File: config.mk
export PLATFORM = sky130hd
export DESIGN_NAME = systolic_tile_sequencer_flat
export DESIGN_NICKNAME = d
export VERILOG_FILES = /design/src/rtl/systolic_tile_sequencer_pkg.sv /design/src/rtl/systolic_tile_sequencer_if.sv /design/src/rtl/systolic_tile_sequencer.sv /design/src/flat_wrapper.sv
export SDC_FILE = /design/constraint.sdc
export NUM_CORES = 1
export LEC_CHECK = 0
export ABC_AREA = 1
export BUFFER_PORTS_ARGS = -buffer_cell sky130_fd_sc_hd__buf_2
export CAP_MARGIN = 25
export CORE_AREA = 2 2 212 214
export CTS_CLUSTER_SIZE = 14
export DETAILED_ROUTE_END_ITERATION = 6
export DIE_AREA = 0 0 214 216
export GPL_TIMING_DRIVEN = 0
export PLACE_DENSITY = 0.53
export SLEW_MARGIN = 20
export SYNTH_ARGS = -nofsm -noshare
export SYNTH_HDL_FRONTEND = slang
export SYNTH_SLANG_ARGS = --single-unit
File: constraint.sdc
create_clock -name clk -period 4.5 [get_ports clk]
set_input_delay 1.125 -clock clk [delete_from_list [all_inputs] [get_ports clk]]
set_output_delay 1.125 -clock clk [all_outputs]
set_load 0.02 [all_outputs]
File: src/rtl/systolic_tile_sequencer_pkg.sv
// Shared definitions for the systolic tile sequencer: state encoding,
// buffer read latency and the expected result-count helper.
package systolic_tile_sequencer_pkg;

  localparam int CNT_W = 16;

  // State encodings
  localparam logic [2:0] ST_IDLE   = 3'd0;
  localparam logic [2:0] ST_WFETCH = 3'd1;
  localparam logic [2:0] ST_WLOAD  = 3'd2;
  localparam logic [2:0] ST_WGAP   = 3'd3;
  localparam logic [2:0] ST_START  = 3'd4;
  localparam logic [2:0] ST_ACT    = 3'd5;
  localparam logic [2:0] ST_WAIT   = 3'd6;
  localparam logic [2:0] ST_RESP   = 3'd7;

  typedef enum logic [2:0] {
    S_IDLE   = ST_IDLE,
    S_WFETCH = ST_WFETCH,
    S_WLOAD  = ST_WLOAD,
    S_WGAP   = ST_WGAP,
    S_START  = ST_START,
    S_ACT    = ST_ACT,
    S_WAIT   = ST_WAIT,
    S_RESP   = ST_RESP
  } state_t;

  // Weight/activation buffers return data this many cycles after the read.
  localparam int BUF_RD_LATENCY = 1;

  // Result vectors the array produces for K activations on an N x N tile:
  // skew/drain gives 3N-2 vectors, plus one per activation beyond 3N-3.
  function automatic logic [CNT_W-1:0] result_count(input logic [CNT_W-1:0] k_tiles,
                                                    input int unsigned n);
    int unsigned skew;
    int unsigned extra;
    skew  = 3 * n - 3;
    extra = (int'(k_tiles) > int'(skew)) ? (int'(k_tiles) - skew) : 0;
    return CNT_W'(extra + (3 * n - 2));
  endfunction

endpackage

File: src/rtl/systolic_tile_sequencer_if.sv
// Command/response channel between a host and the tile sequencer.
interface systolic_tile_sequencer_if
  import systolic_tile_sequencer_pkg::*;
#(
  parameter int ADDR_WIDTH = 16
);
  logic                  cmd_valid;
  logic                  cmd_ready;
  logic                  cmd_load_weights;
  logic                  cmd_clear_acc;
  logic [CNT_W-1:0]      cmd_k_tiles;
  logic [ADDR_WIDTH-1:0] cmd_w_base;
  logic [ADDR_WIDTH-1:0] cmd_act_base;
  logic [ADDR_WIDTH-1:0] cmd_res_base;
  logic                  rsp_valid;
  logic                  rsp_ready;
  logic                  rsp_err;
  logic [CNT_W-1:0]      rsp_count;

  modport master (
    output cmd_valid, cmd_load_weights, cmd_clear_acc, cmd_k_tiles,
           cmd_w_base, cmd_act_base, cmd_res_base, rsp_ready,
    input  cmd_ready, rsp_valid, rsp_err, rsp_count
  );

  modport slave (
    input  cmd_valid, cmd_load_weights, cmd_clear_acc, cmd_k_tiles,
           cmd_w_base, cmd_act_base, cmd_res_base, rsp_ready,
    output cmd_ready, rsp_valid, rsp_err, rsp_count
  );
endinterface

File: src/rtl/systolic_tile_sequencer.sv
// Runs one tile operation on a weight-stationary systolic array: optional
// weight fetch/load, activation streaming, result write-back and response.
module systolic_tile_sequencer
  import systolic_tile_sequencer_pkg::*;
#(
  parameter int ARRAY_SIZE = 4,
  parameter int DATA_WIDTH = 8,
  parameter int ACC_WIDTH  = 32,
  parameter int ADDR_WIDTH = 16,
  localparam int COL_W = (ARRAY_SIZE > 1) ? $clog2(ARRAY_SIZE) : 1,
  localparam int VEC_W = ARRAY_SIZE * DATA_WIDTH,
  localparam int RES_W = ARRAY_SIZE * ACC_WIDTH
) (
  input  logic                  clk,
  input  logic                  rst_n,
  systolic_tile_sequencer_if.slave host,
  output logic                  wbuf_rd_en_o,
  output logic [ADDR_WIDTH-1:0] wbuf_rd_addr_o,
  input  logic [VEC_W-1:0]      wbuf_rd_data_i,
  output logic                  abuf_rd_en_o,
  output logic [ADDR_WIDTH-1:0] abuf_rd_addr_o,
  input  logic [VEC_W-1:0]      abuf_rd_data_i,
  output logic                  res_wr_en_o,
  output logic [ADDR_WIDTH-1:0] res_wr_addr_o,
  output logic [RES_W-1:0]      res_wr_data_o,
  output logic                  sa_start_o,
  output logic                  sa_clear_acc_o,
  output logic [CNT_W-1:0]      sa_k_tiles_o,
  output logic                  sa_weight_load_en_o,
  output logic [COL_W-1:0]      sa_weight_load_col_o,
  output logic [VEC_W-1:0]      sa_weight_load_data_o,
  output logic                  sa_act_valid_o,
  output logic [VEC_W-1:0]      sa_act_data_o,
  input  logic                  sa_act_ready_i,
  input  logic                  sa_busy_i,
  input  logic                  sa_done_i,
  input  logic                  sa_result_valid_i,
  input  logic [RES_W-1:0]      sa_result_data_i,
  output logic                  sa_result_ready_o
);

  localparam logic [COL_W-1:0]      LAST_COL = COL_W'(ARRAY_SIZE - 1);
  localparam logic [ADDR_WIDTH-1:0] RD_AHEAD = ADDR_WIDTH'(BUF_RD_LATENCY);

  state_t                state_q, state_d;
  logic [COL_W-1:0]      col_q, col_d;
  logic [CNT_W-1:0]      idx_q, idx_d;
  logic [CNT_W-1:0]      cnt_q, cnt_d;
  logic                  err_q, err_d;
  logic                  clear_q;
  logic [CNT_W-1:0]      k_q;
  logic [ADDR_WIDTH-1:0] w_base_q, act_base_q, res_base_q;
  logic                  accept;
  logic                  unused_s;

  // The array's busy flag is informational; completion is taken from sa_done.
  assign unused_s = sa_busy_i;

  assign accept            = (state_q == S_IDLE) && host.cmd_valid;
  assign sa_result_ready_o = 1'b1;
  assign sa_k_tiles_o      = k_q;
  assign sa_clear_acc_o    = clear_q;
  assign host.rsp_err      = err_q;
  assign host.rsp_count    = cnt_q;

  // State, counters and latched command fields
  always_ff @(posedge clk or negedge rst_n) begin
    if (!rst_n) begin
      state_q    <= S_IDLE;
      col_q      <= '0;
      idx_q      <= '0;
      cnt_q      <= '0;
      err_q      <= 1'b0;
      clear_q    <= 1'b0;
      k_q        <= '0;
      w_base_q   <= '0;
      act_base_q <= '0;
      res_base_q <= '0;
    end else begin
      state_q <= state_d;
      col_q   <= col_d;
      idx_q   <= idx_d;
      cnt_q   <= cnt_d;
      err_q   <= err_d;
      if (accept) begin
        clear_q    <= host.cmd_clear_acc;
        k_q        <= host.cmd_k_tiles;
        w_base_q   <= host.cmd_w_base;
        act_base_q <= host.cmd_act_base;
        res_base_q <= host.cmd_res_base;
      end
    end
  end

  // Next-state decode, per-state buffer/array controls and result capture
  always_comb begin
    state_d               = state_q;
    col_d                 = col_q;
    idx_d                 = idx_q;
    cnt_d                 = cnt_q;
    err_d                 = err_q;
    host.cmd_ready        = 1'b0;
    host.rsp_valid        = 1'b0;
    wbuf_rd_en_o          = 1'b0;
    wbuf_rd_addr_o        = '0;
    abuf_rd_en_o          = 1'b0;
    abuf_rd_addr_o        = '0;
    sa_start_o            = 1'b0;
    sa_weight_load_en_o   = 1'b0;
    sa_weight_load_col_o  = '0;
    sa_weight_load_data_o = '0;
    sa_act_valid_o        = 1'b0;
    sa_act_data_o         = '0;
    res_wr_en_o           = 1'b0;
    res_wr_addr_o         = '0;
    res_wr_data_o         = '0;

    case (state_q)
      S_IDLE: begin
        host.cmd_ready = 1'b1;
        if (host.cmd_valid) begin
          col_d = '0;
          idx_d = '0;
          if (host.cmd_k_tiles == 16'd0) begin
            err_d   = 1'b1;
            state_d = S_RESP;
          end else begin
            err_d   = 1'b0;
            state_d = host.cmd_load_weights ? S_WFETCH : S_START;
          end
        end else begin
          state_d = S_IDLE;
        end
      end
      S_WFETCH: begin
        wbuf_rd_en_o   = 1'b1;
        wbuf_rd_addr_o = w_base_q;
        state_d        = S_WLOAD;
      end
      S_WLOAD: begin
        sa_weight_load_en_o   = 1'b1;
        sa_weight_load_col_o  = col_q;
        sa_weight_load_data_o = wbuf_rd_data_i;
        sa_start_o            = (col_q == '0);
        if (col_q != LAST_COL) begin
          wbuf_rd_en_o   = 1'b1;
          wbuf_rd_addr_o = w_base_q + ADDR_WIDTH'(col_q) + RD_AHEAD;
          col_d          = col_q + COL_W'(1);
        end else begin
          state_d = S_WGAP;
        end
      end
      S_WGAP: begin
        abuf_rd_en_o   = 1'b1;
        abuf_rd_addr_o = act_base_q;
        state_d        = S_ACT;
      end
      S_START: begin
        sa_start_o     = 1'b1;
        abuf_rd_en_o   = 1'b1;
        abuf_rd_addr_o = act_base_q;
        state_d        = S_ACT;
      end
      S_ACT: begin
        sa_act_valid_o = 1'b1;
        sa_act_data_o  = abuf_rd_data_i;
        if (!sa_act_ready_i) begin
          err_d = 1'b1;
        end else begin
          err_d = err_q;
        end
        if (idx_q != (k_q - 16'd1)) begin
          abuf_rd_en_o   = 1'b1;
          abuf_rd_addr_o = act_base_q + ADDR_WIDTH'(idx_q) + RD_AHEAD;
          idx_d          = idx_q + 16'd1;
        end else begin
          state_d = S_WAIT;
        end
      end
      S_WAIT: begin
        if (sa_done_i) begin
          state_d = S_RESP;
        end else begin
          state_d = S_WAIT;
        end
      end
      S_RESP: begin
        host.rsp_valid = 1'b1;
        if (host.rsp_ready) begin
          state_d = S_IDLE;
        end else begin
          state_d = S_RESP;
        end
      end
      default: begin
        state_d = S_IDLE;
      end
    endcase

    // Results stream straight through to the result buffer outside IDLE.
    if (accept) begin
      cnt_d = '0;
    end else if ((state_q != S_IDLE) && sa_result_valid_i) begin
      res_wr_en_o   = 1'b1;
      res_wr_addr_o = res_base_q + ADDR_WIDTH'(cnt_q);
      res_wr_data_o = sa_result_data_i;
      cnt_d         = cnt_q + 16'd1;
    end else begin
      cnt_d = cnt_q;
    end
  end

endmodule

File: src/flat_wrapper.sv
// flat-port wrapper written by rule: the top's interface ports become plain ports
module systolic_tile_sequencer_flat import systolic_tile_sequencer_pkg::*;
#(
  parameter int ARRAY_SIZE = 4,
  parameter int DATA_WIDTH = 8,
  parameter int ACC_WIDTH  = 32,
  parameter int ADDR_WIDTH = 16,
  localparam int COL_W = (ARRAY_SIZE > 1) ? $clog2(ARRAY_SIZE) : 1,
  localparam int VEC_W = ARRAY_SIZE * DATA_WIDTH,
  localparam int RES_W = ARRAY_SIZE * ACC_WIDTH
)
  (clk, rst_n, wbuf_rd_en_o, wbuf_rd_addr_o, wbuf_rd_data_i, abuf_rd_en_o, abuf_rd_addr_o, abuf_rd_data_i, res_wr_en_o, res_wr_addr_o, res_wr_data_o, sa_start_o, sa_clear_acc_o, sa_k_tiles_o, sa_weight_load_en_o, sa_weight_load_col_o, sa_weight_load_data_o, sa_act_valid_o, sa_act_data_o, sa_act_ready_i, sa_busy_i, sa_done_i, sa_result_valid_i, sa_result_data_i, sa_result_ready_o, host_cmd_valid, host_cmd_load_weights, host_cmd_clear_acc, host_cmd_k_tiles, host_cmd_w_base, host_cmd_act_base, host_cmd_res_base, host_rsp_ready, host_cmd_ready, host_rsp_valid, host_rsp_err, host_rsp_count);
  systolic_tile_sequencer_if #(.ADDR_WIDTH(ADDR_WIDTH)) host_i ();
  input  logic clk;
  input  logic rst_n;
  output logic wbuf_rd_en_o;
  output logic [ADDR_WIDTH-1:0] wbuf_rd_addr_o;
  input  logic [VEC_W-1:0] wbuf_rd_data_i;
  output logic abuf_rd_en_o;
  output logic [ADDR_WIDTH-1:0] abuf_rd_addr_o;
  input  logic [VEC_W-1:0] abuf_rd_data_i;
  output logic res_wr_en_o;
  output logic [ADDR_WIDTH-1:0] res_wr_addr_o;
  output logic [RES_W-1:0] res_wr_data_o;
  output logic sa_start_o;
  output logic sa_clear_acc_o;
  output logic [CNT_W-1:0] sa_k_tiles_o;
  output logic sa_weight_load_en_o;
  output logic [COL_W-1:0] sa_weight_load_col_o;
  output logic [VEC_W-1:0] sa_weight_load_data_o;
  output logic sa_act_valid_o;
  output logic [VEC_W-1:0] sa_act_data_o;
  input  logic sa_act_ready_i;
  input  logic sa_busy_i;
  input  logic sa_done_i;
  input  logic sa_result_valid_i;
  input  logic [RES_W-1:0] sa_result_data_i;
  output logic sa_result_ready_o;
  input wire logic [$bits(host_i.cmd_valid)-1:0] host_cmd_valid;
  input wire logic [$bits(host_i.cmd_load_weights)-1:0] host_cmd_load_weights;
  input wire logic [$bits(host_i.cmd_clear_acc)-1:0] host_cmd_clear_acc;
  input wire logic [$bits(host_i.cmd_k_tiles)-1:0] host_cmd_k_tiles;
  input wire logic [$bits(host_i.cmd_w_base)-1:0] host_cmd_w_base;
  input wire logic [$bits(host_i.cmd_act_base)-1:0] host_cmd_act_base;
  input wire logic [$bits(host_i.cmd_res_base)-1:0] host_cmd_res_base;
  input wire logic [$bits(host_i.rsp_ready)-1:0] host_rsp_ready;
  output wire logic [$bits(host_i.cmd_ready)-1:0] host_cmd_ready;
  output wire logic [$bits(host_i.rsp_valid)-1:0] host_rsp_valid;
  output wire logic [$bits(host_i.rsp_err)-1:0] host_rsp_err;
  output wire logic [$bits(host_i.rsp_count)-1:0] host_rsp_count;
  assign host_i.cmd_valid = host_cmd_valid;
  assign host_i.cmd_load_weights = host_cmd_load_weights;
  assign host_i.cmd_clear_acc = host_cmd_clear_acc;
  assign host_i.cmd_k_tiles = host_cmd_k_tiles;
  assign host_i.cmd_w_base = host_cmd_w_base;
  assign host_i.cmd_act_base = host_cmd_act_base;
  assign host_i.cmd_res_base = host_cmd_res_base;
  assign host_i.rsp_ready = host_rsp_ready;
  assign host_cmd_ready = host_i.cmd_ready;
  assign host_rsp_valid = host_i.rsp_valid;
  assign host_rsp_err = host_i.rsp_err;
  assign host_rsp_count = host_i.rsp_count;
  systolic_tile_sequencer #(.ARRAY_SIZE(ARRAY_SIZE), .DATA_WIDTH(DATA_WIDTH), .ACC_WIDTH(ACC_WIDTH), .ADDR_WIDTH(ADDR_WIDTH)) u_core (.clk(clk), .rst_n(rst_n), .host(host_i), .wbuf_rd_en_o(wbuf_rd_en_o), .wbuf_rd_addr_o(wbuf_rd_addr_o), .wbuf_rd_data_i(wbuf_rd_data_i), .abuf_rd_en_o(abuf_rd_en_o), .abuf_rd_addr_o(abuf_rd_addr_o), .abuf_rd_data_i(abuf_rd_data_i), .res_wr_en_o(res_wr_en_o), .res_wr_addr_o(res_wr_addr_o), .res_wr_data_o(res_wr_data_o), .sa_start_o(sa_start_o), .sa_clear_acc_o(sa_clear_acc_o), .sa_k_tiles_o(sa_k_tiles_o), .sa_weight_load_en_o(sa_weight_load_en_o), .sa_weight_load_col_o(sa_weight_load_col_o), .sa_weight_load_data_o(sa_weight_load_data_o), .sa_act_valid_o(sa_act_valid_o), .sa_act_data_o(sa_act_data_o), .sa_act_ready_i(sa_act_ready_i), .sa_busy_i(sa_busy_i), .sa_done_i(sa_done_i), .sa_result_valid_i(sa_result_valid_i), .sa_result_data_i(sa_result_data_i), .sa_result_ready_o(sa_result_ready_o));
endmodule
==> metrics.md, run 1 <==
| Metric | Value |
|---|---|
| Clock latency on the worst-skew pair | `0.38 ns` |
| Post-detail-place hpwl | `37.9 mm` |
| Ys async rst share | `1.00` |
| GRT Total Usage | `0.191` |
| TritonCTS Buffers | `9` |
| Least-Margin Pin Slew | `0.801 ns` |
| Die area | `0.0462 mm2` |
| Pleak | `7.96 nW` |
| Critical Path Start | `u_core.sa_k_tiles_o[0]` |
| Max_slew headroom | `0.462` |
| Top achievable clock speed | `238 MHz` |
| Largest fanout on the critical path | `10` |
| Core Rows | `77` |
| Drt total wl | `45.1 mm` |
| Final hold violations | `0` |
| Largest net degree at the start of global routing | `67` |
| GR Layer Usage met3 | `0.0541` |
| Reg-to-reg endpoint | `u_core.act_base_q[2]` |
| Crit path launch type | `register` |
| Die height | `216 um` |
| Register area share after synthesis | `0.283` |
| CTS sink cnt | `103` |
| First-pass GRT wire length | `67.4 mm` |
| Met1 usage | `0.227` |
| Routability cong. | `0.919` |
| CTS max path bufs | `2` |
| Starting Density | `0.208` |
| Vias in the first global route | `11.5k` |
| Mapped Cells | `1501` |
| CTS tree | `done` |
| Worst min path class | `register to register` |
| Worst r2r src | `u_core.state_q[2]` |
| Synth Register Bits | `103` |
| Busiest grt layer | `met2` |
| Outcome | `completed` |
| Netlist cell types | `48` |
| Mapped Area | `0.00911 mm2` |
| Port bufs | `548` |
| Number of fill cells | `4935` |
| Slew Viols, Final | `0` |
| DR iter-0 viols | `644` |
| Placeable Area | `0.0438 mm2` |
| WHS Path Cells | `2` |
| Mapped Nets | `1807` |
| CP Class | `register to primary output` |
| R2R depth | `9` |
| Resize count post-CTS | `0` |
| Pre-CTS setup slack | `0.451 ns` |
| GRT overflow | `0` |
| Reg2reg setup slack | `1.46 ns` |
| Final net count | `2368` |
| Fin Setup TNS | `0 ns` |
| Postcts setup bufs | `0` |
| CP arrival | `3.07 ns` |
| Area grow syn2layout | `42.3%` |
| Synth Warn # | `0` |
| H-tree Lvls | `3` |
| CTS clk-pin slew, worst paths | `0.08 ns` |
| Final setup viols | `0` |
| GRT met2 Usage | `0.327` |
| Die X | `214 um` |
| Unrepaired setup endpoints after global routing | `false` |
| P per Cell Area | `550 mW/mm2` |
| Required @ worst endpoint | `3.38 ns` |
| Minimum clock period | `4.20 ns` |
| Via/cell ratio | `4.27` |
| Fin Clk Skew | `0.0128 ns` |
| Worst VDD drop | `0.000281 V` |
| TritonRoute pass-1 iters | `5` |
| Max_cap viols | `0` |
| Final antenna-violating net count | `0` |
| Layout cells sized above 1 | `0.293` |
| Routed via count | `11.4k` |
| CTS Hold Buffers Added | `0` |
| CP Capture Type | `primary output` |
| EDFF count, synth | `0` |
| Fin crit share | `0.933` |
| DRC Markers | `0` |
| Initial antenna violation count | `7` |
| Hold Path End | `u_core.res_base_q[2]` |
| I/O pins | `551` |
| Synth Flop Type | `dfrtp_1` |
| Worst Setup Slack, final | `0.302 ns` |
| Hold path start | `u_core.res_base_q[2]` |
| Routed len/inst | `16.9 um` |
| Clock root cell | `clkbuf_16` |
| Synth Area per Inst | `6.07 um2` |
## how the worst max path moves through the flow
stage	cells past startpoint	slack, ns	endpoint
after floorplan	9	1.01	abuf_rd_addr_o[10]
after global placement	6	0.47	res_wr_data_o[103]
after detailed placement	6	0.45	res_wr_data_o[100]
after CTS	10	0.09	abuf_rd_addr_o[14]
after global routing	13	0.09	abuf_rd_addr_o[4]
final	13	0.30	abuf_rd_addr_o[4]
## kinds of logic (layout without fill, tap and decap cells)
family / after synthesis / in the layout / synth area share
AOI/OAI and AO/OA: 155 / 155 / 0.0956
other: 1 / 5 / 0.000411
xor gates and xnor gates: 54 / 54 / 0.0519
DFF: 103 / 103 / 0.283
adders and majority gates: 40 / 40 / 0.0574
and+or+nand+nor: 791 / 791 / 0.361
buffers and inverters: 357 / 923 / 0.151
## state kept, by name, summed over array words and instances (netlist names)
name and count:
u_core.res_base_q 16, u_core.idx_q 16, u_core.host.rsp_count 16, u_core.sa_k_tiles_o 16, u_core.w_base_q 16, u_core.state_q 3, u_core.col_q 2, u_core.act_base_q 16
u_core.host.rsp_err 1, u_core.sa_clear_acc_o 1
## metal layers
| metal | vias to the layer above | part of all wire |
|---|---|---|
| met5 | - | 0.00016 |
| met4 | 2 | 0.029 |
| met3 | 59 | 0.072 |
| met2 | 423 | 0.47 |
| met1 | 5186 | 0.42 |
| li1 | 5705 | - |
## worst max-delay path, cell delays in order, from the launching register on
cell and delay, ns:
dfrtp_1 0.45, inv_2 0.16, ha_1 0.25, nand2_2 0.15, nor2_8 0.17, nand2_1 0.07
nand3_1 0.09, nand3_1 0.07, nor2_1 0.15, nand2_2 0.10, o21bai_4 0.33, buf_4 0.25
o21ai_0 0.20, buf_2 0.23
## power breakdown
part	switching, W	internal [W]
registers	0.000420	0.00126
logic	0.00312	0.00142
clock network	0.000423	0.000491
## synthesized netlist by cell type (3+ instances only)
cell | count | area share
a21oi_1 | 45 | 0.025
nor2_2 | 8 | 0.0055
ha_1 | 37 | 0.051
dfrtp_1 | 103 | 0.28
nor4_1 | 9 | 0.0062
o21a_1 | 3 | 0.0025
inv_1 | 302 | 0.12
nor2_1 | 286 | 0.12
nand2_1 | 351 | 0.14
xnor2_1 | 22 | 0.021
nand4_1 | 19 | 0.013
o21ai_1 | 7 | 0.0038
nand2_2 | 4 | 0.0027
nor3_1 | 30 | 0.016
o31ai_1 | 5 | 0.0041
clkbuf_1 | 36 | 0.015
xor2_1 | 32 | 0.031
buf_2 | 7 | 0.0038
a21o_1 | 3 | 0.0025
nor2_4 | 3 | 0.0037
o211ai_1 | 3 | 0.0025
o22ai_1 | 9 | 0.0062
inv_2 | 3 | 0.0012
buf_6 | 3 | 0.0037
nand3b_1 | 4 | 0.0033
buf_1 | 3 | 0.0012
nand3_1 | 67 | 0.037
o21ai_0 | 67 | 0.037
fa_1 | 3 | 0.0066
o32ai_1 | 3 | 0.0029
## cell type report
| class | instances | area [um2] | share of cell area |
|---|---|---|---|
| multi-input combinational | 1041 | 5160 | 0.398 |
| timing repair buffer | 550 | 2780 | 0.215 |
| sequential | 103 | 2580 | 0.199 |
| inverter | 305 | 1140 | 0.0883 |
| tap | 592 | 741 | 0.0571 |
| buffer | 52 | 235 | 0.0181 |
| clock buffer | 11 | 233 | 0.0179 |
| clock inverter | 5 | 81.3 | 0.00627 |
| antenna | 4 | 10.0 | 0.000772 |
## metrics by stage
stage	util	instances	power (W)	hold WS, ns	instance area, um2
after detailed placement	0.288	2642	0.00626	0.477	12600
after floorplan	-	1501	0.00452	0.453	9110
after global routing	0.296	2662	0.00777	0.520	13000
final	0.296	2663	0.00713	0.499	13000
after CTS	0.295	2658	0.00721	0.499	12900
after global placement	0.287	2641	0.00623	0.475	12600
## cells in the final DEF (no fill, tap or decap), types with 3 or more instances in the layout
cell type	instances
nor2_4	3
buf_1	3
o31ai_1	5
buf_2	554
a21o_1	3
nor2_2	9
diode_2	4
nand3b_1	4
nand2_2	4
dfrtp_1	103
fa_1	3
o21a_1	3
nor4_1	9
nand4_1	19
nor3_1	29
nand3_1	67
xor2_1	32
clkbuf_1	38
ha_1	37
o32ai_1	3
o211ai_1	3
o21ai_1	8
buf_6	4
clkbuf_16	9
nand2_1	351
inv_1	302
o22ai_1	9
o21ai_0	66
inv_2	3
a21oi_1	45
nor2_1	285
xnor2_1	22
(Power assumes the default switching activity.)
==> run 2: changes to the inputs <==
CTS_BUF_LIST = sky130_fd_sc_hd__clkbuf_4 sky130_fd_sc_hd__clkbuf_8 sky130_fd_sc_hd__clkbuf_16   (was unset)
==> metrics.md, run 2 (synthesis results as in run 1) <==
| Metric | Value |
|---|---|
| Slowest CP cell | `dfrtp_1` |
| Number of fill cells | `4931` |
| Minimum clock period | `4.20 ns` |
| Core Rows | `77` |
| Delay-heaviest family, CP | `simple AND/OR/NAND/NOR gates` |
| CTS sink cnt | `103` |
| Routability cong. | `0.919` |
| Max_cap viols | `0` |
| Pleak | `7.96 nW` |
| Total power | `0.00714 W` |
| CTS clk-pin slew, worst paths | `0.09 ns` |
| Via/cell ratio | `4.27` |
| Outcome | `completed` |
| CP endpoint | `abuf_rd_addr_o[4]` |
| CP Class | `register to primary output` |
| Placeable Area | `0.0438 mm2` |
| Least-Margin Pin Slew | `0.801 ns` |
| CTS tree | `done` |
| CP arrival | `3.07 ns` |
| Layout cells sized above 1 | `0.294` |
| Die height | `216 um` |
| Die X | `214 um` |
| CP peak stage delay | `0.45 ns` |
| TritonCTS Buffers | `9` |
| Starting Density | `0.208` |
| Worst min path class | `register to register` |
| Most common cell after layout, fill and taps aside | `buf_2` |
| Max_slew headroom | `0.462` |
| Crit path launch type | `register` |
| Stages on the worst setup path | `13` |
| Port bufs | `548` |
| Initial antenna violation count | `7` |
| Most frequent cells in the layout | `buf_2, nand2_1, inv_1` |
| DRC Markers | `0` |
| Fin crit share | `0.932` |
| R2R depth | `9` |
| CTS Hold Buffers Added | `0` |
| Slew Viols, Final | `0` |
| CTS max path bufs | `2` |
| H-tree Lvls | `3` |
| Routed len/inst | `16.9 um` |
| Fin Clk Skew | `0.0129 ns` |
| TritonRoute pass-1 iters | `5` |
| Die area | `0.0462 mm2` |
| Area grow syn2layout | `42.4%` |
| Final core utilization | `0.296` |
| Largest net degree at the start of global routing | `67` |
| GRT Total Usage | `0.191` |
| Top achievable clock speed | `238 MHz` |
| Reg2reg setup slack | `1.45 ns` |
| CP Buf/Inv Count | `3` |
| CP Capture Type | `primary output` |
| I/O pins | `551` |
| Critical Path Start | `u_core.sa_k_tiles_o[0]` |
| Final antenna-violating net count | `0` |
| Placed insts | `2642` |
| Routed via count | `11.4k` |
| Worst r2r src | `u_core.state_q[2]` |
| P per Cell Area | `551 mW/mm2` |
| GRT overflow | `0` |
| First-pass GRT wire length | `67.4 mm` |
| Final cell count without fillers | `2663` |
| Vias in the first global route | `11.5k` |
| Reg-to-reg endpoint | `u_core.act_base_q[2]` |
| Crit-path cells | `inv_2, ha_1, nand2_2, nor2_8, nand2_1, nand3_1, nand3_1, nor2_1, nand2_2, o21bai_4, buf_4, o21ai_0, buf_2` |
| Fin Setup TNS | `0 ns` |
| Unrepaired setup endpoints after global routing | `false` |
| Clock latency on the worst-skew pair | `0.38 ns` |
| Required @ worst endpoint | `3.38 ns` |
| Drt total wl | `45.1 mm` |
| Final setup viols | `0` |
| Post-detail-place hpwl | `37.9 mm` |
| Largest fanout on the critical path | `10` |
| Worst VDD drop | `0.000277 V` |
| Final net count | `2368` |
| DR iter-0 viols | `632` |
| Final hold violations | `0` |
| Clock root cell | `clkbuf_16` |
[run 2: cell types whose count changed in the layout (fill, tap and decap cells not counted)]
cell,change
clkbuf_1,-2
clkbuf_4,+2
[run 2: tightest hold or removal path, stage by stage, from the launching register on]
cell     delay [ns]
dfrtp_1        0.36
nand2_1        0.06
nand2_1        0.05
[run 2: timing repair]
item                       CTS  global route
hold endpoints to repair     0             0
gates resized for setup      0             3
buffers inserted             0             0
setup endpoints to repair    0             4
[run 2: worst min path at each step]
stage                                startpoint               endpoint  slack (ns)  depth (start not counted)
after floorplan            u_core.res_base_q[0]   u_core.res_base_q[0]        0.45                          2
after global placement    u_core.sa_clear_acc_o  u_core.sa_clear_acc_o        0.47                          2
after detailed placement  u_core.sa_clear_acc_o  u_core.sa_clear_acc_o        0.48                          2
after CTS                  u_core.res_base_q[2]   u_core.res_base_q[2]        0.50                          2
after global routing      u_core.res_base_q[12]  u_core.res_base_q[12]        0.52                          2
final                     u_core.res_base_q[13]  u_core.res_base_q[13]        0.50                          2
[run 2: area by class of cell]
cell class | count | area, um2 | area share
Sequential cell | 103 | 2580 | 0.199
Tap cell | 592 | 741 | 0.0571
Antenna cell | 4 | 10.0 | 0.000771
Multi-Input combinational cell | 1041 | 5160 | 0.398
Clock buffer | 11 | 240 | 0.0185
Timing Repair Buffer | 550 | 2780 | 0.215
Buffer | 52 | 235 | 0.0181
Inverter | 305 | 1140 | 0.0882
Clock inverter | 5 | 81.3 | 0.00627
[run 2: layer usage]
metal | vias to the layer above | track usage | part of all wire
met1 | 5195 | 0.227 | 0.42
met3 | 57 | 0.0541 | 0.072
met5 | - | 0 | 0.00016
li1 | 5705 | - | -
met4 | 2 | 0.0681 | 0.029
met2 | 420 | 0.327 | 0.47
[run 2: power by group]
| group | internal (W) | total [W] | switching, W |
|---|---|---|---|
| logic | 0.00142 | 0.00454 | 0.00312 |
| clock network | 0.000503 | 0.000927 | 0.000424 |
| registers | 0.00126 | 0.00168 | 0.000420 |
| total | 0.00318 | 0.00714 | 0.00396 |
[run 2: stage by stage]
stage	hold WS [ns]	area (um2)	setup WS, ns
floorplan	0.453	9110	1.01
global placement	0.475	12600	0.474
detailed placement	0.477	12600	0.451
CTS	0.499	13000	0.0876
global route	0.520	13000	0.0951
finish	0.498	13000	0.305
==> run 3: changes to the inputs <==
BUFFER_PORTS_ARGS = -buffer_cell sky130_fd_sc_hd__buf_4   (was -buffer_cell sky130_fd_sc_hd__buf_2)
SETUP_SLACK_MARGIN = 0.3   (was unset)
==> metrics.md, run 3 (synthesis results as in run 1) <==
| Metric | Value |
|---|---|
| Pre-CTS setup slack | `0.419 ns` |
| First-pass GRT wire length | `67.7 mm` |
| Worst VDD drop | `0.000256 V` |
| Port bufs | `548` |
| Most frequent cells in the layout | `buf_4, nand2_1, inv_1` |
| Combinational power share | `0.660` |
| DRC Markers | `0` |
| Drt total wl | `45.6 mm` |
| GRT overflow | `0` |
| Max_slew headroom | `0.324` |
| Worst min path class | `register to register` |
| Routed len/inst | `17.1 um` |
| Pleak | `8.26 nW` |
| Placeable Area | `0.0438 mm2` |
| Sw Share | `0.532` |
| CP Capture Type | `primary output` |
| CTS sink cnt | `103` |
| Initial antenna violation count | `5` |
| Fin Setup TNS | `0 ns` |
| Required @ worst endpoint | `3.38 ns` |
| Largest fanout on the critical path | `5` |
| Minimum clock period | `3.99 ns` |
| Routed via count | `11.4k` |
| I/O pins | `551` |
| P per Cell Area | `527 mW/mm2` |
| Least-Margin Pin Slew | `1.01 ns` |
| Fin Clk Skew | `0.0190 ns` |
| Most common cell after layout, fill and taps aside | `buf_4` |
| Die X | `214 um` |
| GRT Total Usage | `0.191` |
| Largest net degree at the start of global routing | `67` |
| NetSw | `0.00403 W` |
| CTS Hold Buffers Added | `0` |
| Fin crit share | `0.887` |
| Via/cell ratio | `4.29` |
| CP Class | `register to primary output` |
| Worst Setup Slack, final | `0.510 ns` |
| Starting Density | `0.208` |
| Die area | `0.0462 mm2` |
| Top achievable clock speed | `251 MHz` |
| Vias in the first global route | `11.4k` |
| Final cell count without fillers | `2667` |
| CTS max path bufs | `2` |
| Core Rows | `77` |
| Routability cong. | `0.952` |
| Final net count | `2371` |
| Reg power frac | `0.223` |
| TritonRoute pass-1 iters | `5` |
| Final antenna-violating net count | `0` |
| Final hold violations | `0` |
| DR iter-0 viols | `539` |
| Unrepaired setup endpoints after global routing | `false` |
| CTS clk-pin slew, worst paths | `0.09 ns` |
| Clock root cell | `clkbuf_16` |
| Area grow syn2layout | `57.9%` |
| Post-detail-place hpwl | `38.2 mm` |
| Int Pwr | `0.00355 W` |
| Placed insts | `2642` |
| Crit path launch type | `register` |
| CTS tree | `done` |
| Die height | `216 um` |
| Clock latency on the worst-skew pair | `0.39 ns` |
| Clock power frac | `0.117` |
| Outcome | `completed` |
| TritonCTS Buffers | `9` |
| Final setup viols | `0` |
| Slew Viols, Final | `0` |
| Layout cells sized above 1 | `0.298` |
| CP arrival | `2.87 ns` |
| Max_cap viols | `0` |
| H-tree Lvls | `3` |
run 3: changes by cell type in the layout (fill, tap and decap cells not counted), sizes merged:
cell and delta:
buf +4, clkbuf -3, inv +2, bufinv -1, clkinvlp +1, diode +1
run 3: layout make-up:
cell class,count,area (um2)
antenna,5,12.5
buffer,52,236
clock buffer,9,225
clock inverter,7,90.1
fill,4842,29400
inverter,305,1150
multi-input combinational,1041,5190
sequential,103,2580
tap,592,741
timing repair buffer,553,4180
run 3: stage by stage:
stage               utilization  cell area [um2]  hold WS, ns  total power [W]
finish                    0.328            14400        0.489          0.00758
global placement          0.319            14000        0.472          0.00666
floorplan                     -             9110        0.453          0.00452
detailed placement        0.319            14000        0.473          0.00671
CTS                       0.327            14300        0.496          0.00765
global route              0.328            14400        0.504          0.00821
run 3: power by group through the flow:
stage / clock network [W] / logic [W] / registers, W
finish: 0.000886 / 0.00501 / 0.00169
global route: 0.000957 / 0.00551 / 0.00174
CTS: 0.000928 / 0.00504 / 0.00168
detailed placement: 0 / 0.00501 / 0.00170
global placement: 0 / 0.00496 / 0.00170
floorplan: 0 / 0.00285 / 0.00167
run 3: worst max-delay path, cell delays in order (launching register included):
cell and delay, ns:
dfrtp_1 0.46, inv_1 0.13, ha_1 0.26, fa_1 0.43
o21ai_2 0.28, a31oi_1 0.21, nor2_1 0.13, nor2_1 0.05
xor2_1 0.15, o21ai_0 0.20, buf_4 0.18
run 3: worst paths after layout:
path	end	cells past startpoint	slack, ns	from
hold reg to reg	u_core.res_base_q[14]	2	0.49	u_core.res_base_q[14]
max in group asynchronous	u_core.res_base_q[8]	2	3.15	rst_n
setup reg to reg	u_core.act_base_q[2]	9	1.51	u_core.state_q[2]
hold / removal	u_core.res_base_q[14]	2	0.49	u_core.res_base_q[14]
min in group asynchronous	u_core.sa_k_tiles_o[7]	1	0.64	rst_n
setup / recovery	abuf_rd_addr_o[10]	10	0.51	u_core.idx_q[0]
run 3: layer usage:
layer | part of all wire | routed length (um) | GRT usage | vias up
li1 | - | - | - | 5709
met1 | 0.42 | 19100 | 0.227 | 5278
met2 | 0.49 | 22300 | 0.332 | 410
met3 | 0.071 | 3240 | 0.0589 | 46
met4 | 0.021 | 957 | 0.0545 | 0
met5 | 0 | 0 | 0 | -
run 3: what timing repair did:
item                                   CTS  global route
setup buffers                            0             4
gates cloned                             0             0
setup endpoints to repair                4            43
gates resized for setup                  3            11
endpoints found under the hold margin    0             0
pin swaps                                0             1
